### config.mk
export PLATFORM = sky130hd
export DESIGN_NAME = mfu_acc
export DESIGN_NICKNAME = d
export VERILOG_FILES = /design/src/rtl/mfu_acc.sv
export SDC_FILE = /design/constraint.sdc
export NUM_CORES = 1
export LEC_CHECK = 0
export ABC_AREA = 0
export CELL_PAD_IN_SITES_DETAIL_PLACEMENT = 0
export CELL_PAD_IN_SITES_GLOBAL_PLACEMENT = 1
export CORE_AREA = 3 3 158 160
export CTS_BUF_LIST = sky130_fd_sc_hd__clkbuf_16
export DETAILED_ROUTE_END_ITERATION = 16
export DIE_AREA = 0 0 161 163
export MAX_ROUTING_LAYER = met4
export PLACE_DENSITY = 0.78
export RECOVER_POWER = 100
export SETUP_SLACK_MARGIN = 0.2
export SYNTH_ARGS = -nofsm -noshare
export SYNTH_HDL_FRONTEND = slang
export SYNTH_SLANG_ARGS = --single-unit
### constraint.sdc
create_clock -name clk -period 7.4 [get_ports clk]
set_input_delay 1.48 -clock clk [delete_from_list [all_inputs] [get_ports clk]]
set_output_delay 1.48 -clock clk [all_outputs]
set_load 0.05 [all_outputs]
### src/rtl/mfu_acc.sv
// Per-lane accumulator for packed mFU products: 1x16b, 2x8b or 4x4b signed lanes.
// Optional macro MFU_ACC_SAT_EN makes each lane add saturate; without it, lane adds wrap.
module mfu_acc #(
    parameter int ACC_W = 20
) (
    input  logic               clk,
    input  logic               nrst,
    input  logic               in_valid,
    output logic               in_ready,
    input  logic [1:0]         in_mode,
    input  logic [15:0]        in_p,
    input  logic               in_last,
    output logic               out_valid,
    input  logic               out_ready,
    output logic [1:0]         out_mode,
    output logic [4*ACC_W-1:0] out_sum,
    output logic [7:0]         out_count,
    output logic               err
);

    typedef enum logic [1:0] {S_IDLE, S_ACC, S_DONE} state_t;

    state_t                  r_state;
    logic [1:0]              r_mode;
    logic [3:0][ACC_W-1:0]   r_acc;
    logic [7:0]              r_count;
    logic                    r_err;

    logic [3:0][ACC_W-1:0]   w_lane;
    logic [3:0][ACC_W-1:0]   w_sum;

    always_comb begin
        w_lane = '0;
        case (in_mode)
            2'b01: w_lane[0] = ACC_W'($signed(in_p));
            2'b10: begin
                w_lane[0] = ACC_W'($signed(in_p[7:0]));
                w_lane[1] = ACC_W'($signed(in_p[15:8]));
            end
            2'b11: begin
                w_lane[0] = ACC_W'($signed(in_p[3:0]));
                w_lane[1] = ACC_W'($signed(in_p[7:4]));
                w_lane[2] = ACC_W'($signed(in_p[11:8]));
                w_lane[3] = ACC_W'($signed(in_p[15:12]));
            end
            default: w_lane = '0;
        endcase
    end

    for (genvar k = 0; k < 4; k++) begin : g_lane
`ifdef MFU_ACC_SAT_EN
        // One guard bit: overflow shows as disagreement between the top two bits.
        logic [ACC_W:0] w_wide;
        assign w_wide   = {r_acc[k][ACC_W-1], r_acc[k]} + {w_lane[k][ACC_W-1], w_lane[k]};
        assign w_sum[k] = (w_wide[ACC_W] == w_wide[ACC_W-1]) ? w_wide[ACC_W-1:0] :
                          w_wide[ACC_W] ? {1'b1, {(ACC_W-1){1'b0}}} :
                                          {1'b0, {(ACC_W-1){1'b1}}};
`else
        assign w_sum[k] = r_acc[k] + w_lane[k];
`endif
    end

    always_ff @(posedge clk or negedge nrst) begin
        if (!nrst) begin
            r_state <= S_IDLE;
            r_mode  <= 2'b00;
            r_acc   <= '0;
            r_count <= 8'd0;
            r_err   <= 1'b0;
        end else begin
            case (r_state)
                S_IDLE: begin
                    // NOOP beats never open a group, even with in_last set.
                    if (in_valid && in_mode != 2'b00) begin
                        r_mode  <= in_mode;
                        r_acc   <= w_lane;
                        r_count <= 8'd1;
                        r_state <= in_last ? S_DONE : S_ACC;
                    end
                end
                S_ACC: begin
                    if (in_valid) begin
                        if (in_mode == r_mode) begin
                            r_acc <= w_sum;
                            if (r_count != 8'hFF) r_count <= r_count + 8'd1;
                        end else if (in_mode != 2'b00) begin
                            r_err <= 1'b1;
                        end
                        if (in_last) r_state <= S_DONE;
                    end
                end
                S_DONE: begin
                    if (out_ready) begin
                        r_state <= S_IDLE;
                        r_mode  <= 2'b00;
                        r_acc   <= '0;
                        r_count <= 8'd0;
                        r_err   <= 1'b0;
                    end
                end
                default: r_state <= S_IDLE;
            endcase
        end
    end

    assign in_ready  = (r_state != S_DONE);
    assign out_valid = (r_state == S_DONE);
    assign out_mode  = r_mode;
    assign out_sum   = r_acc;
    assign out_count = r_count;
    assign err       = r_err;

endmodule

==> metrics.cfg, run 1 <==
[floorplanning]
row_count=56
die_area_um2=26240
die_x_um=161
coreArea_um2=23540
ios=116
die_y_um=163
start_util_pct=33.94

[clock_network]
clkTransAtPathRegs_ns=0.07
cts-root-buf=clkbuf_16
ctsResizeCount=0
ctsLongestPathBuffers=2
cts-buffers-inserted=9
cts_setup_buffers=0
hold_buffers=0
cts_sinks=93
cts_tree=built
cts_max_level=3
worstSkewPairLatency_ns=0.35

[drt]
ant_nets=0
num_vias=7441
vias_per_cell=5.277
drt_iter0_markers=400
firstDrtPassIters=5
drc=0
routedWlPerCell_um=15.96
routed_wl_mm=22.50

[global_route]
globalRouteOverflowTotal=0
first_global_vias=7127
grtUsageMet2_pct=28.23
grt_max_degree=57
grt_antenna_before_repair=1
gr-max-usage-layer=met2
grtUsageMet1_pct=23.29
grt_pass1_wl_mm=36.66
grt_usage_pct=17.54
use_met3_pct=2.569

[logic_synthesis]
synthArstFlopShare_pct=100.0
synth_common_cells=nor2_1, dfrtp_1, a21oi_1
yosys_most_used_dff=dfrtp_1
synth_edf_count=0
ys_types=65
ys_seq_area_share_pct=29.12
syn_area_um2=7991
synth_cells=988
synth_nets=1096
synth.area.top_cells=dfrtp_1, ha_1, a21oi_1, nor2_1, o21ai_0
synth-seq-cells=93
avgSynthCellArea_um2=8.088
yosys.area.top_type=dfrtp_1
ys.warnings.count=0
synth.most_common_cell=nor2_1
yosysTopAreaCellShare_pct=29.12

[critical_path]
cp_max_fo=27
ff2ff_path_depth=9
path_buf_inv=3
slowest_stage=dlygate4sd3_1
cp.required_ns=7.59
r2r_end=out_sum[17]$_DFFE_PN0P_
start_kind=input port
endpoint_kind=flip-flop
path_class=input port to flip-flop
timing.rr.start=r_state[1]$_DFFE_PN0P_
arrival_ns=6.02
r2r_setup_slack_ns=2.91
max_stage_delay_ns=0.84
crit_path_frequent_cell=o21ai_0
critPathTopFamily=buffers and inverters
crit_chain=dlygate4sd3_1 -> clkbuf_1 -> o21ai_0 -> a21boi_0 -> and2_0 -> buf_4 -> o21ai_0 -> o22ai_1 -> a21oi_1

[sta]
fin_crit_ns=5.831
fin_crit_sh_pct=78.80
fin_worst_skew_ns=0.005585
worst_pin_slew_ns=2.900
maxSlewViolCount=120
rsz0062_at_grt=false
fmax_mhz=171.5
finalSetupViolCount=0
fin_setup_tns_ns=0
slew_headroom_pct=-93.33
hold_viol_final=0

[cells_and_area]
postLayoutCellArea_um2=9756
seq_area_um2=2327
nNetsFinal=1193
multi_input_area_um2=5361
area_growth_pct=22.08
fill_cells=2442
layout-drive-gt1-share_pct=3.303

[run_status]
violations=max-capacitance violations, max-slew violations
status=finished with violations

[power]
power_density_nw_per_um2=460.3
leakagePower_nw=4.624
ir_drop_uv=227.2

[worst_hold_path]
min_path_type=flip-flop to flip-flop
holdPathEnd=err$_DFFE_PN0P_
min_from=err$_DFFE_PN0P_
min_path_cells=2

[placement]
io_buffers=115
place.gp.congestion=0.8662
placed_cell_area_um2=9470
dp_hpwl_mm=16.53

[job]
maxCapViolCount=3

-- per-stage QoR --
stage | util (%) | worst slack (ns) | hold slack (ns) | instances | power, mW
after detailed placement | 40.23 | 1.836 | 0.5002 | 1393 | 4.099
final | 41.44 | 1.569 | 0.5100 | 1410 | 4.491
after global routing | 41.44 | 0.9970 | 0.5453 | 1410 | 4.852
after global placement | 40.23 | 1.914 | 0.4937 | 1393 | 4.079
after floorplan | - | 2.797 | 0.5206 | 988 | 3.201
after CTS | 41.53 | 2.204 | 0.5162 | 1409 | 4.628
-- flip-flops by register name, indices dropped and copies added (netlist names) --
| signal | count |
|---|---|
| out_sum | 80 |
| out_count | 8 |
| out_mode | 2 |
| r_state | 2 |
| err | 1 |
-- kinds of logic after synthesis --
| family | Yosys count | share of synthesized area [%] |
|---|---|---|
| AOI/OAI and AO/OA | 337 | 27.26 |
| and+or+nand+nor | 330 | 18.91 |
| DFF | 93 | 29.12 |
| adders and majority gates | 85 | 13.68 |
| buffers and inverters | 79 | 3.867 |
| xor gates and xnor gates | 56 | 6.137 |
| muxes | 8 | 1.018 |
-- routing by layer --
metal  routed length (um)  part of all wire [%]  vias up
met4                  346                   1.5        0
li1                     -                     -     3803
met5                    0                     0        -
met3                  819                   3.6       23
met1                10960                    49     3495
met2                10380                    46      120
-- final cells by class --
class,count,share of cell area [%]
multi-input combinational,816,54.96
sequential,93,23.86
timing repair buffer,126,12.43
tap,319,4.091
clock buffer,9,2.309
inverter,39,1.501
clock inverter,7,0.8337
antenna,1,0.02565
-- tightest hold or removal path, stage by stage (launching register included) --
cell and delay [ns]:
dfrtp_1 0.35, o31ai_1 0.07, o31ai_1 0.06
-- cell usage in the layout, fill, tap and decap left out, types with 12 or more instances in the layout --
master / count
ha_1: 81
xor2_1: 17
and3_1: 18
dlygate4sd3_1: 94
a21o_1: 27
a22oi_1: 12
nand2_1: 84
nor2_1: 118
o21ai_0: 81
clkdlybuf4s50_1: 20
nor2b_1: 24
a211oi_1: 13
xnor2_1: 39
inv_1: 40
a21oi_1: 93
dfrtp_1: 93
nor3_1: 25
nand3_1: 19
-- power by group --
| group | internal, mW | switching, mW |
|---|---|---|
| clock | 0.292 | 0.210 |
| sequential | 0.737 | 0.213 |
| combinational | 1.03 | 2.01 |
-- worst max-delay path by stage --
stage          slack (ns)                      end  cells after the start  startpoint
4_1_cts              2.20  out_sum[59]$_DFFE_PN0P_                     13  in_mode[1]
2_1_floorplan        2.80  out_sum[38]$_DFFE_PN0P_                     15  in_mode[0]
3_3_place_gp         1.91  out_sum[59]$_DFFE_PN0P_                     13  in_mode[1]
5_1_grt               1.0  out_sum[68]$_DFFE_PN0P_                      9  in_mode[0]
3_5_place_dp         1.84  out_sum[59]$_DFFE_PN0P_                     13  in_mode[1]
6_report             1.57  out_sum[72]$_DFFE_PN0P_                      9  in_mode[0]
Note: power is estimated with default switching activity, not from simulation.
==> inputs of run 2 (changes only) <==
==> constraint.sdc (replaced) <==
create_clock -name clk -period 5.6 [get_ports clk]
set_input_delay 1.12 -clock clk [delete_from_list [all_inputs] [get_ports clk]]
set_output_delay 1.12 -clock clk [all_outputs]
set_load 0.05 [all_outputs]
==> run 2 against run 1 <==
The flow still finishes with violations (max-capacitance violations, max-slew violations). Critical path depth grew 4. Final cell count grew 0.28%. Die area is the same. Worst hold slack gained 0.0047 ns. First-iteration DRC count grew 12%. Register-to-register slack lost 1.3 ns. Routed wire length grew 1.4%. Clock-buffer cell count is the same. Via count grew 1.7%. Largest cell class unchanged.
==> metrics.cfg, run 2 (synthesis gave the netlist of run 1 again) <==
[run_status]
status=finished with violations  ; unchanged
violations=max-capacitance violations, max-slew violations  ; unchanged

[worst_hold_path]
min_from=err$_DFFE_PN0P_  ; unchanged
holdPathEnd=err$_DFFE_PN0P_  ; unchanged
min_path_cells=2  ; unchanged
min_path_type=flip-flop to flip-flop  ; unchanged

[sta]
timing.final.ws_setup_ns=0.6091  ; was 1.569 ns
fmax_mhz=200.4
fin_worst_skew_ns=0.006933  ; was 0.005585 ns
slew_headroom_pct=-115.5  ; was -93.33%
hold_slack_ns=0.5147  ; was 0.5100 ns
maxSlewViolCount=58  ; was 120
finalSetupViolCount=0  ; unchanged
fin_setup_tns_ns=0  ; unchanged
fin_crit_ns=4.991
fin_crit_sh_pct=89.12
hold_viol_final=0  ; unchanged
worst_pin_slew_ns=3.233  ; was 2.900 ns
rsz0062_at_grt=false  ; unchanged

[clock_network]
worstSkewPairLatency_ns=0.35  ; about the same
cts-buffers-inserted=9  ; unchanged
hold_buffers=0  ; unchanged
clkTransAtPathRegs_ns=0.07  ; about the same
ctsResizeCount=0  ; unchanged
cts_sinks=93  ; unchanged
cts_max_level=3  ; unchanged
cts_tree=built  ; unchanged
cts-root-buf=clkbuf_16  ; unchanged
cts_setup_buffers=0  ; unchanged
ctsLongestPathBuffers=2  ; unchanged

[placement]
io_buffers=115  ; unchanged
place.gp.congestion=0.8823  ; was 0.8662
dp_slack_ns=0.5073  ; was 1.836 ns
dp_hpwl_mm=16.90  ; was 16.53 mm
dp_cells=1398  ; was 1393
placed_cell_area_um2=9508  ; was 9470 um2

[floorplanning]
die_y_um=163  ; unchanged
ios=116  ; unchanged
start_util_pct=33.94  ; unchanged
coreArea_um2=23540  ; unchanged
die_x_um=161  ; unchanged
row_count=56  ; unchanged
die_area_um2=26240  ; unchanged

[drt]
drc=0  ; unchanged
vias_per_cell=5.352  ; was 5.277
drt_iter0_markers=449  ; was 400
routed_wl_mm=22.81  ; was 22.50 mm
ant_nets=0  ; unchanged
routedWlPerCell_um=16.13  ; was 15.96 um
num_vias=7568  ; was 7441
firstDrtPassIters=5  ; unchanged

[cells_and_area]
largest_register_ffs=80  ; unchanged
nNetsFinal=1198  ; was 1193
fill_cells=2442  ; unchanged
fin_cells=1414  ; was 1410
mostFrequentLayoutCell=nor2_1  ; unchanged
postLayoutCellArea_um2=9756  ; unchanged
antenna_cells=0  ; was 1
postLayoutCoreUtil_pct=41.44  ; unchanged
layout_common_cells=nor2_1, dlygate4sd3_1, a21oi_1, dfrtp_1, nand2_1  ; unchanged
area_growth_pct=22.08  ; unchanged
layout-drive-gt1-share_pct=3.562  ; was 3.303%

[power]
leakagePower_nw=4.629  ; was 4.624 nW
ir_drop_uv=362.5  ; was 227.2 uV
power_mw=5.909  ; was 4.491 mW
power_density_nw_per_um2=605.7  ; was 460.3 nW/um2

[critical_path]
endpoint_kind=flip-flop  ; unchanged
r2r_end=out_sum[37]$_DFFE_PN0P_  ; was out_sum[17]$_DFFE_PN0P_
arrival_ns=5.22  ; was 6.02 ns
ff2ff_path_depth=14  ; was 9
path_class=input port to flip-flop  ; unchanged
cp_max_fo=26  ; was 27
cp.required_ns=5.83  ; was 7.59 ns
start_kind=input port  ; unchanged
timing.rr.start=r_state[1]$_DFFE_PN0P_  ; unchanged
r2r_setup_slack_ns=1.58  ; was 2.91 ns

[global_route]
grt_pass1_wl_mm=37.94  ; was 36.66 mm
grt_usage_pct=18.09  ; was 17.54%
first_global_vias=7414  ; was 7127
grt_max_degree=58  ; was 57
grt_antenna_before_repair=0  ; was 1
globalRouteOverflowTotal=0  ; unchanged

[job]
maxCapViolCount=1  ; was 3

==> run 2: how the worst max path moves through the flow <==
stage          cells after the start  slack [ns]                       to  startpoint
4_1_cts                           13        0.89  out_sum[79]$_DFFE_PN0P_  in_mode[0]
3_3_place_gp                      14        0.59  out_sum[18]$_DFFE_PN0P_  in_mode[0]
3_5_place_dp                      13        0.51  out_sum[79]$_DFFE_PN0P_  in_mode[0]
2_1_floorplan                     15        1.36  out_sum[38]$_DFFE_PN0P_  in_mode[0]
6_report                          13        0.61  out_sum[37]$_DFFE_PN0P_  in_mode[0]
5_1_grt                           13        0.27  out_sum[56]$_DFFE_PN0P_  in_mode[0]
==> run 2: report_power, final <==
part           switching [mW]  internal [mW]  leakage [nW]
clock network           0.284          0.345         0.145
registers               0.286          0.973          1.17
logic                    2.66           1.37          3.31
total                    3.23           2.68          4.63
==> run 2: cell type report <==
class	count	area, um2	share of cell area [%]
multi-input combinational	816	5345	54.79
clock inverter	7	65.06	0.6669
clock buffer	9	225.2	2.309
timing repair buffer	131	1247	12.79
sequential	93	2327	23.86
tap	319	399.1	4.091
inverter	39	146.4	1.501
==> run 2: worst max-delay path, stage by stage <==
cell and delay, ns:
dlygate4sd3_1 1.00, buf_4 0.33, o21ai_0 0.17, a21boi_0 0.22
clkbuf_1 0.21, and2_0 0.84, buf_4 0.46, o21ai_0 0.14
clkbuf_1 0.34, inv_1 0.17, nand2_1 0.07, nor2_1 0.09
a211oi_1 0.05
==> run 2: per-layer routing <==
layer / global-route usage [%] / up-vias / wire length (um)
met3: 2.696 / 20 / 760
met4: 3.872 / 0 / 333
met2: 29.69 / 133 / 10720
met5: - / - / 0
met1: 23.85 / 3610 / 10990
li1: - / 3805 / -
